**config.mk**
```make
export PLATFORM = sky130hd
export DESIGN_NAME = decode_stage
export DESIGN_NICKNAME = d
export VERILOG_FILES = /design/src/rtl/riscv_pkg.sv /design/src/rtl/imm_gen.sv /design/src/rtl/decode_stage.sv
export SDC_FILE = /design/constraint.sdc
export NUM_CORES = 1
export LEC_CHECK = 0
export BUFFER_PORTS_ARGS = -buffer_cell sky130_fd_sc_hd__buf_2
export CELL_PAD_IN_SITES_DETAIL_PLACEMENT = 1
export CELL_PAD_IN_SITES_GLOBAL_PLACEMENT = 2
export CORE_UTILIZATION = 35
export DETAILED_ROUTE_END_ITERATION = 8
export PLACE_DENSITY = 0.92
export REMOVE_ABC_BUFFERS = 1
export SETUP_SLACK_MARGIN = 0.15
export SLEW_MARGIN = 20
export SYNTH_ARGS = -nofsm -noshare
export SYNTH_HDL_FRONTEND = slang
export SYNTH_SLANG_ARGS = --single-unit
```
**constraint.sdc**
```tcl
create_clock -name clock -period 4.03 [get_ports clock]
set_clock_uncertainty 0.15 [all_clocks]
set_input_delay 0.806 -clock clock [delete_from_list [all_inputs] [get_ports clock]]
set_output_delay 0.806 -clock clock [all_outputs]
set_load 0.01 [all_outputs]
```
**src/rtl/riscv_pkg.sv**
```systemverilog
// -----------------------------------------------------------------------------
// riscv_pkg
// Shared RV32I decode constants for the decode stage and the ALU control:
//   - base opcodes of the supported instruction classes
//   - aluOp encodings passed from decode to ALU control
//   - canonical NOP word (addi x0,x0,0)
//   - decodeCtrl(): opcode -> control bundle
// -----------------------------------------------------------------------------
package riscv_pkg;

    localparam logic [6:0] OPC_RTYPE  = 7'b0110011;
    localparam logic [6:0] OPC_IALU   = 7'b0010011;
    localparam logic [6:0] OPC_LOAD   = 7'b0000011;
    localparam logic [6:0] OPC_STORE  = 7'b0100011;
    localparam logic [6:0] OPC_BRANCH = 7'b1100011;

    // ALU control uses aluOp to decide how much of funct it must look at.
    typedef enum logic [1:0] {
        ALUOP_ADD    = 2'b00,   // address generation for load/store
        ALUOP_BRANCH = 2'b01,   // compare for branches
        ALUOP_RTYPE  = 2'b10,   // full funct decode
        ALUOP_IALU   = 2'b11    // funct3 decode, funct7 only for shifts
    } aluOp_t;

    localparam logic [31:0] NOP_VALUE = 32'h0000_0013;

    typedef struct packed {
        logic   legal;
        logic   regWrite;
        logic   memRead;
        logic   memWrite;
        logic   branch;
        logic   aluSrc;
        logic   usesRs2;    // rs2 is a real source operand (hazard relevant)
        logic   writesRd;   // rd field is a real destination
        aluOp_t aluOp;
    } ctrl_t;

    // Opcode -> controls. Unknown opcodes return an all-zero bundle with
    // legal=0 so the caller can flag them while issuing no side effects.
    function automatic ctrl_t decodeCtrl(input logic [6:0] opcode);
        ctrl_t c;
        c = '0;
        c.aluOp = ALUOP_ADD;
        case (opcode)
            OPC_RTYPE: begin
                c.legal    = 1'b1;
                c.regWrite = 1'b1;
                c.usesRs2  = 1'b1;
                c.writesRd = 1'b1;
                c.aluOp    = ALUOP_RTYPE;
            end
            OPC_IALU: begin
                c.legal    = 1'b1;
                c.regWrite = 1'b1;
                c.aluSrc   = 1'b1;
                c.writesRd = 1'b1;
                c.aluOp    = ALUOP_IALU;
            end
            OPC_LOAD: begin
                c.legal    = 1'b1;
                c.regWrite = 1'b1;
                c.memRead  = 1'b1;
                c.aluSrc   = 1'b1;
                c.writesRd = 1'b1;
                c.aluOp    = ALUOP_ADD;
            end
            OPC_STORE: begin
                c.legal    = 1'b1;
                c.memWrite = 1'b1;
                c.aluSrc   = 1'b1;
                c.usesRs2  = 1'b1;
                c.aluOp    = ALUOP_ADD;
            end
            OPC_BRANCH: begin
                c.legal    = 1'b1;
                c.branch   = 1'b1;
                c.usesRs2  = 1'b1;
                c.aluOp    = ALUOP_BRANCH;
            end
            default: c.legal = 1'b0;
        endcase
        return c;
    endfunction

endpackage

```
**src/rtl/imm_gen.sv**
```systemverilog
// -----------------------------------------------------------------------------
// imm_gen
// Combinational immediate generator for the decode stage.
//   instr [31:0]  in   instruction word from the IF/ID register
//   imm   [31:0]  out  sign-extended immediate (I for ALU-imm/load, S for
//                      store, B for branch, 0 for R-type and unknown opcodes)
// -----------------------------------------------------------------------------
module imm_gen
    import riscv_pkg::*;
(
    input  logic [31:0] instr,
    output logic [31:0] imm
);

    always_comb begin
        imm = 32'd0;
        case (instr[6:0])
            OPC_IALU, OPC_LOAD:
                imm = {{20{instr[31]}}, instr[31:20]};
            OPC_STORE:
                imm = {{20{instr[31]}}, instr[31:25], instr[11:7]};
            OPC_BRANCH:
                imm = {{19{instr[31]}}, instr[31], instr[7], instr[30:25],
                       instr[11:8], 1'b0};
            default:
                imm = 32'd0;
        endcase
    end

endmodule

```
**src/rtl/decode_stage.sv**
```systemverilog
// -----------------------------------------------------------------------------
// decode_stage
// IF/ID pipeline register, instruction decode, load-use hazard detection and
// ID/EX pipeline register of a 5-stage RV32I pipeline.
//   clock                in   rising-edge clock
//   reset                in   asynchronous active-low reset
//   in_valid/pc/instr    in   fetched instruction and its PC
//   flush                in   taken branch: kill decode and the incoming word
//   ex_memRead, ex_rd    in   load currently in execute (hazard source)
//   stall                out  combinational; fetch holds PC/instr while high
//   readReg1, readReg2   out  combinational rs1/rs2 to the register file
//   out_*                out  registered ID/EX fields and controls
// -----------------------------------------------------------------------------
module decode_stage
    import riscv_pkg::*;
#(
    parameter logic [31:0] NOP_INSTR = NOP_VALUE
) (
    input  logic        clock,
    input  logic        reset,
    input  logic        in_valid,
    input  logic [31:0] in_pc,
    input  logic [31:0] in_instr,
    input  logic        flush,
    input  logic        ex_memRead,
    input  logic [4:0]  ex_rd,
    output logic        stall,
    output logic [4:0]  readReg1,
    output logic [4:0]  readReg2,
    output logic        out_valid,
    output logic [31:0] out_pc,
    output logic [4:0]  out_writeReg,
    output logic [31:0] out_imm,
    output logic [3:0]  out_funct,
    output logic [1:0]  out_aluOp,
    output logic        out_regWrite,
    output logic        out_memRead,
    output logic        out_memWrite,
    output logic        out_branch,
    output logic        out_aluSrc,
    output logic        out_illegal
);

    // IF/ID register
    logic        ifidValidReg;
    logic [31:0] ifidPcReg;
    logic [31:0] ifidInstrReg;

    ctrl_t       ctrl;
    logic [31:0] immValue;
    logic [4:0]  rdField;
    logic        hazard;
    logic        bubble;

    // Register-file addresses come straight from IF/ID so the read data and
    // the decoded controls land in ID/EX on the same edge.
    assign readReg1 = ifidInstrReg[19:15];
    assign readReg2 = ifidInstrReg[24:20];
    assign rdField  = ifidInstrReg[11:7];

    assign ctrl = decodeCtrl(ifidInstrReg[6:0]);

    imm_gen u_immGen (
        .instr (ifidInstrReg),
        .imm   (immValue)
    );

    // Load-use hazard: the load in execute has not produced its data yet.
    // rs1 is compared unconditionally (cheap, and a spurious stall on an
    // instruction without rs1 only costs one cycle).
    assign hazard = ifidValidReg && ex_memRead && (ex_rd != 5'd0) &&
                    ((ex_rd == readReg1) || (ctrl.usesRs2 && (ex_rd == readReg2)));

    // A flush discards the stalled instruction anyway, so it wins.
    assign stall  = hazard && !flush;
    assign bubble = flush || stall || !ifidValidReg;

    always_ff @(posedge clock or negedge reset) begin
        if (!reset) begin
            ifidValidReg <= 1'b0;
            ifidPcReg    <= 32'd0;
            ifidInstrReg <= NOP_INSTR;
        end else if (flush) begin
            ifidValidReg <= 1'b0;
            ifidInstrReg <= NOP_INSTR;
        end else if (!stall) begin
            ifidValidReg <= in_valid;
            ifidPcReg    <= in_pc;
            ifidInstrReg <= in_instr;
        end
    end

    // ID/EX register. Bubbles also zero the data fields so the EX stage sees
    // a clean all-zero word rather than stale decode results.
    always_ff @(posedge clock or negedge reset) begin
        if (!reset) begin
            out_valid    <= 1'b0;
            out_pc       <= 32'd0;
            out_writeReg <= 5'd0;
            out_imm      <= 32'd0;
            out_funct    <= 4'd0;
            out_aluOp    <= 2'd0;
            out_regWrite <= 1'b0;
            out_memRead  <= 1'b0;
            out_memWrite <= 1'b0;
            out_branch   <= 1'b0;
            out_aluSrc   <= 1'b0;
            out_illegal  <= 1'b0;
        end else if (bubble) begin
            out_valid    <= 1'b0;
            out_pc       <= 32'd0;
            out_writeReg <= 5'd0;
            out_imm      <= 32'd0;
            out_funct    <= 4'd0;
            out_aluOp    <= 2'd0;
            out_regWrite <= 1'b0;
            out_memRead  <= 1'b0;
            out_memWrite <= 1'b0;
            out_branch   <= 1'b0;
            out_aluSrc   <= 1'b0;
            out_illegal  <= 1'b0;
        end else begin
            // An illegal opcode still travels as a valid slot so the
            // exception logic downstream can attach it to out_pc; decodeCtrl
            // has already zeroed all of its side-effect controls.
            out_valid    <= 1'b1;
            out_pc       <= ifidPcReg;
            out_writeReg <= ctrl.writesRd ? rdField : 5'd0;
            out_imm      <= immValue;
            out_funct    <= {ifidInstrReg[30], ifidInstrReg[14:12]};
            out_aluOp    <= ctrl.aluOp;
            // Writes to x0 are architecturally discarded; drop them here.
            out_regWrite <= ctrl.regWrite && (rdField != 5'd0);
            out_memRead  <= ctrl.memRead;
            out_memWrite <= ctrl.memWrite;
            out_branch   <= ctrl.branch;
            out_aluSrc   <= ctrl.aluSrc;
            out_illegal  <= !ctrl.legal;
        end
    end

endmodule

```
==> impl_summary.log, run 1 <==
[metrics] overall power of the completed layout: 3070 µW
[metrics] IO buf count: about 170
[metrics] Area growth syn-to-layout: 26.7%
[metrics] CP Launch Type: flip-flop
[metrics] post-synthesis sequential area ratio: 0.613
[metrics] Hold Violations, Final: 0
[metrics] headroom to the max-slew limit: 0.580
[metrics] gr ovfl total: 0
[metrics] Filler Cell Count: 1,601
[metrics] Syn Std Cell Area: 0.00523 mm²
[metrics] count of unresolved DRC violations after routing: 0
[metrics] overall fraction of global-route tracks in use: 0.173
[metrics] Iteration-0 DRC Markers: 163
[metrics] number of antenna violations at the first check in global routing: 0
[metrics] floorplan die area: 0.0154 mm²
[metrics] Worst Setup End Kind: output port
[metrics] share of async-settable or async-resettable flops after synthesis: 1.00
[metrics] type of the worst setup path: flip-flop to output port
[metrics] Slew @ Worst Pin: 625 ps
[metrics] initial cell density of the core: 0.360
[metrics] Synth Flop Type: sky130_fd_sc_hd__dfrtp_1
[metrics] classification of the worst-slack hold path: input port to asynchronous set/reset pin
[metrics] number of resized instances in the post-cts repair step: 0
[metrics] total power divided by cell area: 463 mW/mm²
[metrics] setup violators final: 0
[metrics] crit-path max FO: 19
[metrics] cts hold-fix bufs: 0
[metrics] vias in the first global route: 3,978
[metrics] cts bufs inserted: 17
[metrics] core footprint: 0.0145 mm²
[metrics] I/O pin total: between 150 and 200
[metrics] routed vias: 3,533
[metrics] final hold slack: ~210 ps
[metrics] maximum vdd drop: between 0.0002 and 0.0003 V
[metrics] Synth Instances: 420
[metrics] total number of placement rows: 44
[metrics] setup repair after global routing missed its margin: no
[metrics] distinct cell type count after synthesis: 39
[metrics] Critical Path, Cell by Cell: a21boi_0 > nand4_1 > o22a_1 > nor3b_1 > buf_2
[metrics] count of nets left with antenna violations after detail routing: 0
[metrics] clock-pin slew on the worst setup and hold paths: 50 ps
[metrics] clock latency at the later pin of the worst-skew pair: a little over 400 ps
[metrics] total inserted antenna cells: 0
[metrics] wire length of the first global-routing pass: 20,900 µm
[metrics] total routed wirelength: 12,400 µm
[metrics] maximum cell stage delay along the critical path: 580 ps
[metrics] detailed-routing iteration count for the pre-antenna-repair pass: 6
[metrics] post-CTS setup-driven buffer insertion count: 0
[metrics] die boundary width: 124 µm
[metrics] CTS tree: built
[metrics] arrival time at the worst endpoint: approximately 2300 ps
[metrics] outcome: completed
[metrics] max-cap viol count: 0
[metrics] Clock Tree Root: sky130_fd_sc_hd__clkbuf_16
[metrics] share of post-route cells with drive strength above 1: 0.424
[metrics] number of vias per cell: ~4.7
[metrics] number of enable-type register cells in the synthesized netlist: 0
[metrics] final net count: around 640
[metrics] required arrival time at the worst endpoint: just over 3000 ps
[metrics] WL/cell: between 15 and 20 µm
[metrics] flip-flop and latch count after synthesis: 128
[metrics] critical path's slowest cell: sky130_fd_sc_hd__dfrtp_1
[metrics] largest net degree at the start of global routing: 126
[metrics] crit share post-route: 0.805
[metrics] fmax: 308 MHz
[metrics] # H-tree levels: 4
[metrics] clock buffer depth: 2
[metrics] Final TNS setup: 0 ps
[metrics] Clock Sinks: 128
[metrics] max-slew violation count: 0
[metrics] mean cell area of the mapped netlist: between 10 and 15 µm²
[metrics] Chip Height: 124 µm
[metrics] post-route minimum period: about 3200 ps
[metrics] weighted congestion at the end of routability-driven global placement: 0.731
[metrics] half-perimeter wire length after detailed placement: 8540 µm
[metrics] total number of yosys warnings: 0
[metrics] Pleak: 0.00332 µW
[kinds of logic (layout without fill, tap and decap cells)]
kind of cell,count (synthesis),after routing,synth area share
XOR/XNOR,10,10,0.0167
flip-flops,128,128,0.613
buffers and inverters,51,206,0.0643
AO/OA/AOI/OAI,20,20,0.0280
AND/OR/NAND/NOR,147,147,0.148
multiplexers,64,64,0.130
[where the power goes]
part | internal (µW) | total [µW] | switching, µW
sequential | 1350 | 1390 | 40.7
clock | 904 | 1440 | 541
combinational | 110 | 231 | 122
[state kept, by name (all words and copies together) (netlist names)]
register	cells
ifidPcReg	32
out_aluOp	2
out_valid	1
out_memRead	1
out_imm	13
out_regWrite	1
out_illegal	1
out_aluSrc	1
out_writeReg	5
ifidInstrReg	32
out_funct	4
out_memWrite	1
out_pc	32
ifidValidReg	1
out_branch	1
[cells in the mapped netlist (all sizes together) (4+ instances only)]
cell type	count	area, µm²
a21oi	6	33.8
nor4b	5	43.8
xnor2	8	70.1
mux2	32	360
mux2i	32	320
nor3	4	20.0
and2	43	269
buf	37	284
a22oi	4	30.0
nor2	13	56.3
clkbuf	13	48.8
nand2	62	233
dfrtp	125	3130
nor2b	7	43.8
[area by class of cell]
type                       instances  area, µm²  share of cell area
inverter                           1       3.75            0.000566
clock inverter                    10       86.3              0.0130
timing repair buffer             174        932               0.141
sequential                       128       3210               0.484
tap                              184        230              0.0347
clock buffer                      21        480              0.0725
multi-input combinational        241       1690               0.255
[path summary, 6_finish.rpt]
path,from,endpoint,slack [ps],depth (start not counted)
min in group clock,ifidInstrReg[13],out_funct[1],320,1
min reg2reg,ifidInstrReg[13],out_funct[1],320,1
max,ifidInstrReg[6],stall,790,5
max in group asynchronous,reset,ifidPcReg[7],2710,3
min,reset,out_pc[9],210,1
max reg2reg,ifidInstrReg[6],ifidPcReg[6],1270,6
[worst max-delay path, delay by kind of cell, from the launching register on]
family	cells	cell delay [ps]
and+or+nand+nor	2	410
DFF	1	580
AOI/OAI and AO/OA	2	720
buffers and inverters	1	170
[stage by stage]
stage	setup slack, ps	cell area [µm²]	std cells	util
after floorplan	850	4900	370	-
after global placement	983	6030	727	0.415
after detailed placement	934	6030	727	0.415
after CTS	775	6600	758	0.454
after global routing	675	6630	759	0.456
final	787	6630	759	0.456
[placed cells by master (no fill, tap or decap), drive strengths merged, types with 2 or more instances in the layout]
master | synthesis | final
nor2b | 7 | 7
and2 | 43 | 43
buf | 37 | 173
dfstp | 3 | 3
nand3 | 2 | 2
nand2b | 2 | 2
mux2i | 32 | 32
xnor2 | 8 | 8
clkinv | 1 | 6
nand2 | 62 | 62
nor3b | 2 | 2
a21oi | 6 | 6
nor2 | 13 | 13
o21a | 2 | 2
clkbuf | 13 | 22
or4 | 2 | 2
o21ai | 2 | 2
nor4b | 5 | 5
a211oi | 2 | 2
mux2 | 32 | 32
dfrtp | 125 | 125
nor3 | 4 | 4
a22oi | 4 | 4
clkinvlp | 0 | 3
xor2 | 2 | 2
[layer usage]
metal,global-route usage,part of all wire
met2,0.296,0.52
met4,0.0609,0.013
met3,0.0507,0.057
met5,0,0
met1,0.207,0.41
Note: power is estimated with default switching activity, not from simulation.
==> run 2, diff against run 1 <==
--- a/config.mk
+++ b/config.mk
@@ -8,9 +8,9 @@
 export BUFFER_PORTS_ARGS = -buffer_cell sky130_fd_sc_hd__buf_2
 export CELL_PAD_IN_SITES_DETAIL_PLACEMENT = 1
 export CELL_PAD_IN_SITES_GLOBAL_PLACEMENT = 2
-export CORE_UTILIZATION = 35
+export CORE_UTILIZATION = 29
 export DETAILED_ROUTE_END_ITERATION = 8
-export PLACE_DENSITY = 0.92
+export PLACE_DENSITY = 0.82
 export REMOVE_ABC_BUFFERS = 1
 export SETUP_SLACK_MARGIN = 0.15
 export SLEW_MARGIN = 20
==> constraint.sdc (replaced) <==
create_clock -name clock -period 2.7 [get_ports clock]
set_clock_uncertainty 0.15 [all_clocks]
set_input_delay 0.54 -clock clock [delete_from_list [all_inputs] [get_ports clock]]
set_output_delay 0.54 -clock clock [all_outputs]
set_load 0.01 [all_outputs]
==> impl_summary.log, run 2 (synthesis results as in run 1) <==
[metrics] portion of total power attributed to combinational logic: 0.080
[metrics] maximum vdd drop: 0.000437 V
[metrics] commonest non-fill, non-tap cell in the layout: sky130_fd_sc_hd__buf_2
[metrics] commonest non-fill, non-tap cells in the layout: sky130_fd_sc_hd__buf_2, sky130_fd_sc_hd__dfrtp_1, sky130_fd_sc_hd__nand2_1
[metrics] routed vias: 3,582
[metrics] number of antenna violations at the first check in global routing: 0
[metrics] WL/cell: 16.2 µm
[metrics] count of nets left with antenna violations after detail routing: 0
[metrics] crit-path max FO: 2
[metrics] Cell Count Post-Placement: 774
[metrics] max-slew violation count: 0
[metrics] required arrival time at the worst endpoint: ~2000 ps
[metrics] outcome: completed
[metrics] initial cell density of the core: 0.299
[metrics] crit share post-route: 0.998
[metrics] Slew @ Worst Pin: about 670 ps
[metrics] Chip Height: 136 µm
[metrics] CP Launch Type: flip-flop
[metrics] share of post-route cells with drive strength above 1: 0.436
[metrics] setup repair after global routing missed its margin: yes
[metrics] CTS tree: built
[metrics] count of unresolved DRC violations after routing: 0
[metrics] total power divided by cell area: 717 mW/mm²
[metrics] classification of the worst-slack hold path: input port to flip-flop
[metrics] Clock Tree Root: sky130_fd_sc_hd__clkbuf_16
[metrics] total inserted antenna cells: 0
[metrics] Filler Cell Count: 1,907
[metrics] setup violators final: 0
[metrics] IO buf count: 166
[metrics] Area growth syn-to-layout: 33.7%
[metrics] max-cap viol count: 0
[metrics] clock latency at the later pin of the worst-skew pair: 420 ps
[metrics] number of vias per cell: about 4.4
[metrics] switching fraction of total power: 0.216
[metrics] arrival time at the worst endpoint: 2000 ps
[metrics] cts bufs inserted: 17
[metrics] critical path's slowest cell: sky130_fd_sc_hd__dfstp_2
[metrics] total internal power: around 3900 µW
[metrics] sequential standard cell area: between 0.003 and 0.004 mm²
[metrics] largest net degree at the start of global routing: 69
[metrics] type of the worst setup path: flip-flop to output port
[metrics] vias in the first global route: roughly 3,800
[metrics] detailed-routing iteration count for the pre-antenna-repair pass: 4
[metrics] wire length of the first global-routing pass: 20,100 µm
[metrics] final net count: 648
[metrics] fraction of the core area covered by cells at the end of the flow: 0.400
[metrics] clock-pin slew on the worst setup and hold paths: 60 ps
[metrics] Worst Setup End Kind: output port
[metrics] Final TNS setup: 0 ps
[metrics] gr ovfl total: 0
[metrics] core footprint: 0.0175 mm²
[metrics] headroom to the max-slew limit: 0.552
[metrics] total number of placement rows: 48
[metrics] total routed wirelength: 13,200 µm
[metrics] overall fraction of global-route tracks in use: 0.147
[metrics] half-perimeter wire length after detailed placement: about 8900 µm
[metrics] clock buffer depth: 2
[metrics] maximum cell stage delay along the critical path: 550 ps
[metrics] Net Switching: 1090 µW
[metrics] Flop pwr share: 0.413
[metrics] post-route minimum period: 2690 ps
[metrics] power share of the clock group: 0.507
[metrics] Hold Violations, Final: 0
[metrics] fmax: 371 MHz
[metrics] Clock Sinks: 128
[metrics] Pleak: 0.00350 µW
[metrics] die boundary width: 136 µm
[metrics] final hold slack: 194 ps
[metrics] I/O pin total: 167
[metrics] Layout Cells excl Fill: slightly above 800
[metrics] footprint of the multi-input gates: 0.00177 mm²
[metrics] weighted congestion at the end of routability-driven global placement: just under 0.8
[metrics] # H-tree levels: 4
[metrics] Critical Path, Cell by Cell: nand4bb_4 > or3_4 > o22a_4 > nor3b_2 > buf_2
[metrics] registers with the most flip-flops: ifidInstrReg x32, ifidPcReg x32, out_pc x32
[metrics] Iteration-0 DRC Markers: 85
[metrics] floorplan die area: 0.0186 mm²
-- run 2: repair_timing --
action	in CTS	in global routing
gates resized for setup	2	16
gates cloned	0	2
setup buffers	2	1
pin swaps	3	1
hold buffers	1	0
hold endpoints to repair	1	0
setup endpoints to repair	1	15
-- run 2: layout make-up --
type                       count  share of cell area
sequential                   128               0.458
multi-input combinational    241               0.253
timing repair buffer         185               0.154
clock buffer                  23              0.0683
tap                          225              0.0402
clock inverter                 9              0.0256
inverter                       1            0.000537
-- run 2: layer usage --
layer  up-vias  global-route usage  routed length [µm]  share of wire
met5         -                   0                   0              0
met4         0              0.0704                 268          0.020
met3        20              0.0391                 677          0.051
met2       118               0.248                6540           0.50
met1      1774               0.171                5680           0.43
li1       1670                   -                   -              -
-- run 2: per-stage QoR --
step / setup slack, ps / area [µm²] / total power, µW
after floorplan: -70.1 / 4900 / 2260
after global placement: 134 / 6170 / 2450
after detailed placement: 127 / 6170 / 2470
after CTS: -22.7 / 6860 / 5050
after global routing: -80.0 / 7000 / 5210
final: 5.12 / 7000 / 5020
-- run 2: power groups by stage --
| stage | Combinational [µW] | Clock, µW | Sequential, µW |
|---|---|---|---|
| finish | 400 | 2540 | 2070 |
| global route | 446 | 2680 | 2080 |
| CTS | 377 | 2610 | 2070 |
| detailed placement | 371 | 0 | 2100 |
| global placement | 354 | 0 | 2100 |
| floorplan | 158 | 0 | 2110 |
-- run 2: critical path: cells and delay by family (launching register included) --
kind                   cells  cell delay, ps
AO/OA/AOI/OAI              1             260
AND/OR/NAND/NOR            3             630
buffers and inverters      1             160
flip-flops                 1             550
-- run 2: worst paths after layout --
check	slack, ps	end	cells after the start	startpoint
min in group asynchronous	550	out_valid	2	reset
hold / removal	190	ifidValidReg	2	in_valid
max in group asynchronous	1150	ifidPcReg[7]	3	reset
setup reg to reg	190	ifidPcReg[21]	8	ifidInstrReg[0]
setup / recovery	5	stall	5	ifidInstrReg[0]
hold reg to reg	320	out_pc[11]	1	ifidPcReg[11]
